===== config.mk =====
export PLATFORM = sky130hd
export DESIGN_NAME = exec_ctrl
export DESIGN_NICKNAME = d
export VERILOG_FILES = /design/src/rtl/exec_ctrl.sv
export SDC_FILE = /design/constraint.sdc
export NUM_CORES = 1
export LEC_CHECK = 0
export CORE_MARGIN = 2
export CORE_UTILIZATION = 47
export DETAILED_ROUTE_END_ITERATION = 12
export PLACE_DENSITY = 0.84
export SKIP_LAST_GASP = 1
export SLEW_MARGIN = 20
export SYNTH_ARGS = -nofsm -noshare
export SYNTH_HDL_FRONTEND = slang
export SYNTH_SLANG_ARGS = --single-unit
export TNS_END_PERCENT = 5

===== constraint.sdc =====
create_clock -name clk -period 4.2 [get_ports clk]
set_input_delay 0.42 -clock clk [delete_from_list [all_inputs] [get_ports clk]]
set_output_delay 0.42 -clock clk [all_outputs]
set_load 0.01 [all_outputs]

===== src/rtl/exec_ctrl.sv =====
// exec_ctrl: fetch / operand / sequencing stage sitting directly in front of
// the ALU. It fetches one 27-bit instruction per pass, resolves operand 1 from
// the immediate or the input port, presents inst/arg1/arg2/acc to the ALU,
// writes the ALU result back to ACC, and owns PC, ACC, BAK, branching and the
// output-port handshake.
//
// Instruction word: [26:23] opcode, [22] src1 (0 = imm1, 1 = input port),
//                   [21:11] imm1, [10:0] imm2. All data is 11-bit signed.
//
// Handshakes (both ports): a word moves on a rising clk edge where
// valid && ready are both 1. valid, once raised by a producer, holds its data
// stable until that edge; ready carries no obligation.
//
// Ports:
//   clk, rst_n                 clock, asynchronous active-low reset
//   imem_addr / imem_data      program memory address and same-cycle word
//   in_data/in_valid/in_ready  input port (consumer side)
//   out_data/out_valid/out_ready output port (producer side)
//   alu_inst/arg1/arg2/acc     ALU operand bus; meaningful in EXEC only
//   alu_out                    combinational ALU result
//   pc, acc                    debug views of PC and ACC
//   fsm_state                  debug view of the sequencer state
module exec_ctrl #(
  parameter int PC_W = 4,
  parameter int IW   = 27
) (
  input  logic            clk,
  input  logic            rst_n,
  output logic [PC_W-1:0] imem_addr,
  input  logic [IW-1:0]   imem_data,
  input  logic [10:0]     in_data,
  input  logic            in_valid,
  output logic            in_ready,
  output logic [10:0]     out_data,
  output logic            out_valid,
  input  logic            out_ready,
  output logic [3:0]      alu_inst,
  output logic [10:0]     alu_arg1,
  output logic [10:0]     alu_arg2,
  output logic [10:0]     alu_acc,
  input  logic [10:0]     alu_out,
  output logic [PC_W-1:0] pc,
  output logic [10:0]     acc,
  output logic [1:0]      fsm_state
);

  typedef enum logic [1:0] {
    S_FETCH    = 2'd0,
    S_OPERAND  = 2'd1,
    S_EXEC     = 2'd2,
    S_OUT_WAIT = 2'd3
  } state_t;

  localparam logic [3:0] OP_NOP = 4'd0;
  localparam logic [3:0] OP_MOV = 4'd1;
  localparam logic [3:0] OP_SWP = 4'd2;
  localparam logic [3:0] OP_SAV = 4'd3;
  localparam logic [3:0] OP_JMP = 4'd4;
  localparam logic [3:0] OP_JEZ = 4'd11;
  localparam logic [3:0] OP_JNZ = 4'd12;
  localparam logic [3:0] OP_JGZ = 4'd13;
  localparam logic [3:0] OP_JLZ = 4'd14;
  localparam logic [3:0] OP_OUT = 4'd15;

  state_t            state_q, state_d;
  logic [IW-1:0]     ir;
  logic [PC_W-1:0]   pc_q;
  logic [10:0]       acc_q, bak_q, arg1_q, arg2_q;

  logic [3:0]        opcode;
  logic              src1;
  logic [10:0]       imm1, imm2;
  logic [PC_W-1:0]   pc_inc, target;
  logic              in_fire;

  assign opcode = ir[26:23];
  assign src1   = ir[22];
  assign imm1   = ir[21:11];
  assign imm2   = ir[10:0];
  assign pc_inc = pc_q + 1'b1;          // natural wrap at 2**PC_W
  assign target = imm1[PC_W-1:0];

  assign in_ready  = (state_q == S_OPERAND) && src1;
  assign in_fire   = in_valid && in_ready;

  assign imem_addr = pc_q;
  assign pc        = pc_q;
  assign acc       = acc_q;
  assign alu_acc   = acc_q;
  assign alu_inst  = opcode;
  assign alu_arg1  = arg1_q;
  assign alu_arg2  = arg2_q;
  assign fsm_state = state_q;

  // State register
  always_ff @(posedge clk or negedge rst_n) begin
    if (!rst_n) state_q <= S_FETCH;
    else        state_q <= state_d;
  end

  // Next-state logic
  always_comb begin
    state_d = state_q;
    case (state_q)
      S_FETCH:    state_d = S_OPERAND;
      S_OPERAND:  if (!src1 || in_fire) state_d = S_EXEC;
      S_EXEC:     state_d = (opcode == OP_OUT) ? S_OUT_WAIT : S_FETCH;
      S_OUT_WAIT: if (out_ready) state_d = S_FETCH;
      default:    state_d = S_FETCH;
    endcase
  end

  // Datapath: IR, operands, PC, ACC, BAK and the output register
  always_ff @(posedge clk or negedge rst_n) begin
    if (!rst_n) begin
      ir        <= '0;
      pc_q      <= '0;
      acc_q     <= '0;
      bak_q     <= '0;
      arg1_q    <= '0;
      arg2_q    <= '0;
      out_data  <= '0;
      out_valid <= 1'b0;
    end else begin
      case (state_q)
        S_FETCH: ir <= imem_data;
        S_OPERAND: begin
          arg2_q <= imm2;
          if (!src1)        arg1_q <= imm1;
          else if (in_fire) arg1_q <= in_data;
        end
        S_EXEC: begin
          case (opcode)
            OP_NOP: pc_q <= pc_inc;
            OP_MOV: begin acc_q <= arg1_q; pc_q <= pc_inc; end
            OP_SWP: begin acc_q <= bak_q; bak_q <= acc_q; pc_q <= pc_inc; end
            OP_SAV: begin bak_q <= acc_q; pc_q <= pc_inc; end
            OP_JMP: pc_q <= target;
            OP_JEZ: pc_q <= (acc_q == 11'd0) ? target : pc_inc;
            OP_JNZ: pc_q <= (acc_q != 11'd0) ? target : pc_inc;
            OP_JGZ: pc_q <= (!acc_q[10] && acc_q != 11'd0) ? target : pc_inc;
            OP_JLZ: pc_q <= acc_q[10] ? target : pc_inc;
            // PC advances only when the output word is accepted
            OP_OUT: begin out_data <= arg1_q; out_valid <= 1'b1; end
            default: begin acc_q <= alu_out; pc_q <= pc_inc; end  // ALU ops 5..10
          endcase
        end
        S_OUT_WAIT: begin
          if (out_ready) begin
            out_valid <= 1'b0;
            pc_q      <= pc_inc;
          end
        end
        default: ;
      endcase
    end
  end

endmodule


==> results of run 1 <==
[cell usage in the layout, fill, tap and decap left out, types with 3 or more instances in the layout]
cell | netlist | routed
a21oi_1 | 24 | 23
a22o_1 | 11 | 11
buf_4 | 20 | 3
clkbuf_8 | 0 | 10
clkdlybuf4s50_1 | 0 | 122
clkinvlp_4 | 0 | 3
dfrtp_1 | 89 | 89
inv_1 | 4 | 4
mux2_2 | 60 | 60
mux2i_1 | 12 | 12
nand2_1 | 22 | 22
nand2b_1 | 3 | 3
nand3_1 | 5 | 5
nor2_1 | 19 | 18
nor2b_1 | 3 | 3
nor4b_2 | 2 | 4
o21ai_0 | 16 | 16
[worst reg2reg max path, delay by kind of cell (launching register included)]
kind / cells / cell delay (ps)
flops: 1 / 610
simple gates: 2 / 1310
compound gates: 2 / 350
[final timing paths]
path | startpoint | endpoint | slack, ps | depth (start not counted)
setup / recovery | fsm_state[0] | in_ready | 1700 | 3
max in group asynchronous | rst_n | alu_arg2[0] | 3540 | 1
hold / removal | rst_n | acc[7] | 120 | 1
min in group clk | out_valid | out_valid | 500 | 1
hold reg to reg | out_valid | out_valid | 500 | 1
setup reg to reg | ir[24] | acc[10] | 1820 | 4
[state kept, by name, summed over array words and instances, names as in the netlist]
| register | count |
|---|---|
| ir | 27 |
| fsm_state | 2 |
| acc | 11 |
| out_valid | 1 |
| alu_arg1 | 11 |
| bak_q | 11 |
| alu_arg2 | 11 |
| out_data | 11 |
| imem_addr | 4 |
[where the power goes]
part / switching (mW) / internal (mW)
Clock: 0.303 / 0.231
Combinational: 0.874 / 1.22
Sequential: 0.482 / 1.28
[layout make-up]
class,instances,share of cell area (%)
well taps,108,2.45
clock buffers,10,2.50
inverters,4,0.273
repair buffers,126,22.8
clock inverters,5,0.727
flip-flops and latches,89,40.4
multi-input cells,215,30.8
[through the flow]
step	instance area, sq um	instances	util, %
floorplan	4150	346	-
global placement	5330	542	61.7
detailed placement	5330	542	61.7
CTS	5500	557	63.7
global route	5510	557	63.8
finish	5510	557	63.8
[layer usage]
layer / GRT usage [%] / up-vias
met5: 0 / -
met4: 6.41 / 0
met3: 4.72 / 12
met2: 34.3 / 108
met1: 28.2 / 1538
li1: - / 1420
[cells by family after synthesis]
group / Yosys count
AO/OA/AOI/OAI: 73
adder cells (fa/ha/maj): 1
buffers and inverters: 42
flip-flops: 89
multiplexers: 72
AND/OR/NAND/NOR: 69
==> impl_metrics.env, run 1 <==
export IMPL_period_share_pct=59.5
export IMPL_wire_per_inst_um=17.6
export IMPL_multi_input_area_sq_um=1700
export IMPL_grt_ovfl_total=0
export IMPL_die_w_um=98.0
export IMPL_core_area_sq_um=8640
export IMPL_holdWs_ps=120
export IMPL_finClkSkew_ps=12.3
export IMPL_setup_viol=0
export IMPL_synthCells=346
export IMPL_grt_pass1_wl_mm=16.1
export IMPL_fin_setup_tns_ps=0
export IMPL_vias=3078
export IMPL_synth_most_common_cell="dfrtp_1"
export IMPL_fmax_mhz=400
export IMPL_clk_latency_ps=350
export IMPL_drv_slew=0
export IMPL_cap_violations=0
export IMPL_start_util_pct=48.0
export IMPL_synth_cell_types=45
export IMPL_rsz0062_at_grt="no"
export IMPL_worstPathCellList="nand2b_1 -> nor2_1 -> clkdlybuf4s50_1"
export IMPL_dp_hpwl_mm=7.03
export IMPL_critical_path_max_stage_delay_ps=560
export IMPL_synth_edf_count=0
export IMPL_post_cts_buffers=0
export IMPL_dp_slack_ps=1930
export IMPL_syn2layout_area_growth_pct=32.7
export IMPL_vias_per_cell=5.53
export IMPL_wl_met2_mm=4.96
export IMPL_end_kind="output port"
export IMPL_synth_area_mux_share_pct=19.2
export IMPL_htreeDepth=3
export IMPL_ios=124
export IMPL_synth_xor_area_share_pct=0
export IMPL_root_buffer="clkbuf_8"
export IMPL_post_route_min_period_ps=2500
export IMPL_dr_max_layer_used="met4"
export IMPL_io_buffers=123
export IMPL_cts_tree="built"
export IMPL_met1Wirelength_mm=4.16
export IMPL_hold_path_class="input port to asynchronous set/reset pin"
export IMPL_irDropWorstVdd_v=0.000379
export IMPL_drtIter0Drc=138
export IMPL_start_kind="flip-flop"
export IMPL_worst_slack_ps=1700
export IMPL_cts_sinks=89
export IMPL_gp_congestion=0.906
export IMPL_final_layout_size_suffix_gt1_share_pct=20.9
export IMPL_synthTopCellsByCount="89 x dfrtp_1, 60 x mux2_2, 24 x a21oi_1"
export IMPL_die_h_um=98.0
export IMPL_first_pass_iters=4
export IMPL_arrival_ps=2080
export IMPL_cp_required_ps=3780
export IMPL_clkTransAtPathRegs_ps=90
export IMPL_slew_limit_headroom_pct=33.1
export IMPL_synth_seq_cells=89
export IMPL_synth_top_cell_by_area="dfrtp_1"
export IMPL_crit_family="simple AND/OR/NAND/NOR gates"
export IMPL_worstMarginPinSlew_ps=1000
export IMPL_hold_buffers=0
export IMPL_avgSynthCellArea_sq_um=12.0
export IMPL_fill_cells=680
export IMPL_synth_simple_area_share_pct=9.35
export IMPL_synth_main_ff_cell="dfrtp_1"
export IMPL_drt_total_wl_mm=9.82
export IMPL_syn_area_sq_um=4150
export IMPL_hold_viol_final=0
export IMPL_fin_total_pwr_mw=4.40
export IMPL_async_flop_share_pct=100
export IMPL_synthAdderAreaFrac_pct=0.302
export IMPL_route_met3_wl_um=553
export IMPL_antennaDiodeCount=0
export IMPL_design_die_area_sq_um=9600
export IMPL_cts_made_buffers=9
export IMPL_critPathMaxFanout=13
export IMPL_p_per_area_nw_per_um2=799
export IMPL_leakagePower_nw=2.30
export IMPL_yosysSeqAreaShare_pct=53.7
export IMPL_crit_type="flip-flop to output port"
export IMPL_syn_nets=400
export IMPL_regArea_sq_um=2230
export IMPL_fin_nets=499
export IMPL_synth_top_family_by_area="multiplexers"
export IMPL_clk_path_buf_depth=2
export IMPL_yosys_warnings=0
export IMPL_synth_area_leaders="dfrtp_1 54%, mux2_2 16%, buf_4 3.6%"
export IMPL_globalRouteTotalUtil_pct=21.0
export IMPL_final_antenna_net_count=0
export IMPL_synth_compound_area_share_pct=11.6
export IMPL_drc=0
export IMPL_status="completed"
export IMPL_antenna_found_initial=0
export IMPL_synth_top_area_share_pct=53.7
export IMPL_crit_path_top_delay_cell="clkdlybuf4s50_1"
export IMPL_grt_max_degree=90
export IMPL_grt_pass1_vias=3044
export IMPL_cp_num_buf_inv=1
export IMPL_cts_resized=0
export IMPL_row_count=34
No activity file was read; power rests on OpenSTA's default activity.
==> run 2, diff against run 1 <==
Clock period 4.2 ns to 2.55 ns, I/O delays scaled along.
==> run 2 against run 1 <==
Non-clock buffer count grew 9. Clock skew shrank 0.77 ps. Critical path depth rose by 3. Clock-buffer cell count grew 1. Worst hold slack gained 330 ps. Final cell count up 1.8%. Clock power increased by 70%. Sequential share of layout area shrank 0.65 points. Sequential power rose by 62%. Global-route usage up 1.1 points. Combinational power increased by 71%.
==> impl_metrics.env, run 2 (synthesis results as in run 1) <==
export IMPL_worstMarginPinSlew_ps=781
export IMPL_critPathMaxFanout=15
export IMPL_cap_violations=0
export IMPL_drv_slew=0
export IMPL_core_area_sq_um=8640
export IMPL_status="completed"
export IMPL_hold_path_class="input port to asynchronous set/reset pin"
export IMPL_rsz0062_at_grt="no"
export IMPL_place_area_sq_um=5400
export IMPL_arrival_ps=2380
export IMPL_clk_path_buf_depth=2
export IMPL_vias_per_cell=5.55
export IMPL_start_util_pct=48.0
export IMPL_largest_register="ir"
export IMPL_fmax_mhz=470
export IMPL_cts_resized=0
export IMPL_wire_per_inst_um=18.1
export IMPL_gp_congestion=0.903
export IMPL_crit_path_top_delay_cell="dfrtp_1"
export IMPL_end_kind="flip-flop"
export IMPL_htreeDepth=3
export IMPL_clkTransAtPathRegs_ps=90
export IMPL_worstReg2RegStart="ir[24]"
export IMPL_dp_hpwl_mm=7.56
export IMPL_grt_pass1_wl_mm=16.6
export IMPL_grt_max_degree=50
export IMPL_antennaDiodeCount=0
export IMPL_r2r_cells=6
export IMPL_root_buffer="clkbuf_8"
export IMPL_ios=124
export IMPL_post_route_min_period_ps=2130
export IMPL_antenna_found_initial=0
export IMPL_start_kind="flip-flop"
export IMPL_drc=0
export IMPL_syn2layout_area_growth_pct=34.9
export IMPL_row_count=34
export IMPL_die_h_um=98.0
export IMPL_die_w_um=98.0
export IMPL_io_buffers=123
export IMPL_worstReg2RegEnd="imem_addr[3]"
export IMPL_drtIter0Drc=169
export IMPL_fin_util_pct=64.8
export IMPL_grt_pass1_vias=3289
export IMPL_cp_required_ps=2800
export IMPL_fin_nets=508
export IMPL_cts_made_buffers=9
export IMPL_clk_latency_ps=360
export IMPL_irDropWorstVdd_v=0.000827
export IMPL_final_antenna_net_count=0
export IMPL_p_per_area_nw_per_um2=1320
export IMPL_critical_path_max_stage_delay_ps=600
export IMPL_fin_total_pwr_mw=7.36
export IMPL_post_cts_buffers=0
export IMPL_hold_viol_final=0
export IMPL_leakagePower_nw=2.35
export IMPL_finClkSkew_ps=11.5
export IMPL_grt_ovfl_total=0
export IMPL_largest_register_ffs=27
export IMPL_design_die_area_sq_um=9600
export IMPL_final_cell_mix="122 x clkdlybuf4s50_1, 89 x dfrtp_1, 60 x mux2_2, 23 x a21oi_1, 22 x nand2_1"
export IMPL_slew_limit_headroom_pct=47.5
export IMPL_fin_setup_tns_ps=0
export IMPL_setup_viol=0
export IMPL_final_layout_size_suffix_gt1_share_pct=22.4
export IMPL_globalRouteTotalUtil_pct=22.1
export IMPL_final_cell_area_sq_um=5600
export IMPL_worstPathCellList="nand2_2 -> nor3b_2 -> o31a_2 -> o211a_1 -> o21ai_0 -> a221o_1"
export IMPL_period_share_pct=83.4
export IMPL_ff2ff_setup_slack_ps=420
export IMPL_vias=3146
export IMPL_cts_tree="built"
export IMPL_cts_sinks=89
export IMPL_final_common_cell="clkdlybuf4s50_1"
export IMPL_drt_total_wl_mm=10.2
export IMPL_crit_type="flip-flop to flip-flop"
export IMPL_first_pass_iters=4
run 2: timing repair:
item,CTS,global route
hold endpoints to repair,48,0
hold buffers,1,0
setup endpoints to repair,0,0
run 2: stage by stage:
| stage | cells | hold WS, ps | setup WS, ps |
|---|---|---|---|
| after floorplan | 346 | -40.6 | 695 |
| after global placement | 550 | 320 | 499 |
| after detailed placement | 550 | 328 | 456 |
| after CTS | 567 | 465 | 457 |
| after global routing | 567 | 500 | 269 |
| final | 567 | 451 | 422 |
run 2: area by class of cell:
class	instances	area [sq um]
clock buffer	11	151
clock inverter	5	37.5
fill	654	3040
inverter	4	15.0
multi-input combinational	215	1700
sequential	89	2230
tap	108	135
timing repair buffer	135	1330
run 2: power breakdown:
group          switching (mW)  leakage, nW  internal, mW
clock                   0.500       0.0919         0.411
sequential              0.754         1.07          2.11
combinational            1.50         1.19          2.08
run 2: worst max-delay path, delay by kind of cell, from the launching register on:
family	cells	cell delay, ps
flip-flops	1	600
AND/OR/NAND/NOR	2	510
AO/OA/AOI/OAI	4	910
run 2: worst max path at each step:
stage / from / to / slack (ps) / cells after the start
global placement: ir[24] / imem_addr[3] / 500 / 6
detailed placement: ir[24] / imem_addr[3] / 460 / 6
finish: ir[24] / imem_addr[3] / 420 / 6
global route: ir[24] / imem_addr[3] / 270 / 6
CTS: ir[24] / imem_addr[3] / 460 / 6
floorplan: acc[10] / imem_addr[3] / 690 / 5
run 2: layer usage:
| metal | GRT usage, % | share of wire [%] | vias to the layer above |
|---|---|---|---|
| met1 | 26.6 | 41 | 1574 |
| met2 | 38.1 | 50 | 115 |
| met3 | 5.94 | 6.7 | 21 |
| li1 | - | - | 1436 |
| met4 | 8.23 | 2.4 | 0 |
| met5 | 0 | 0 | - |
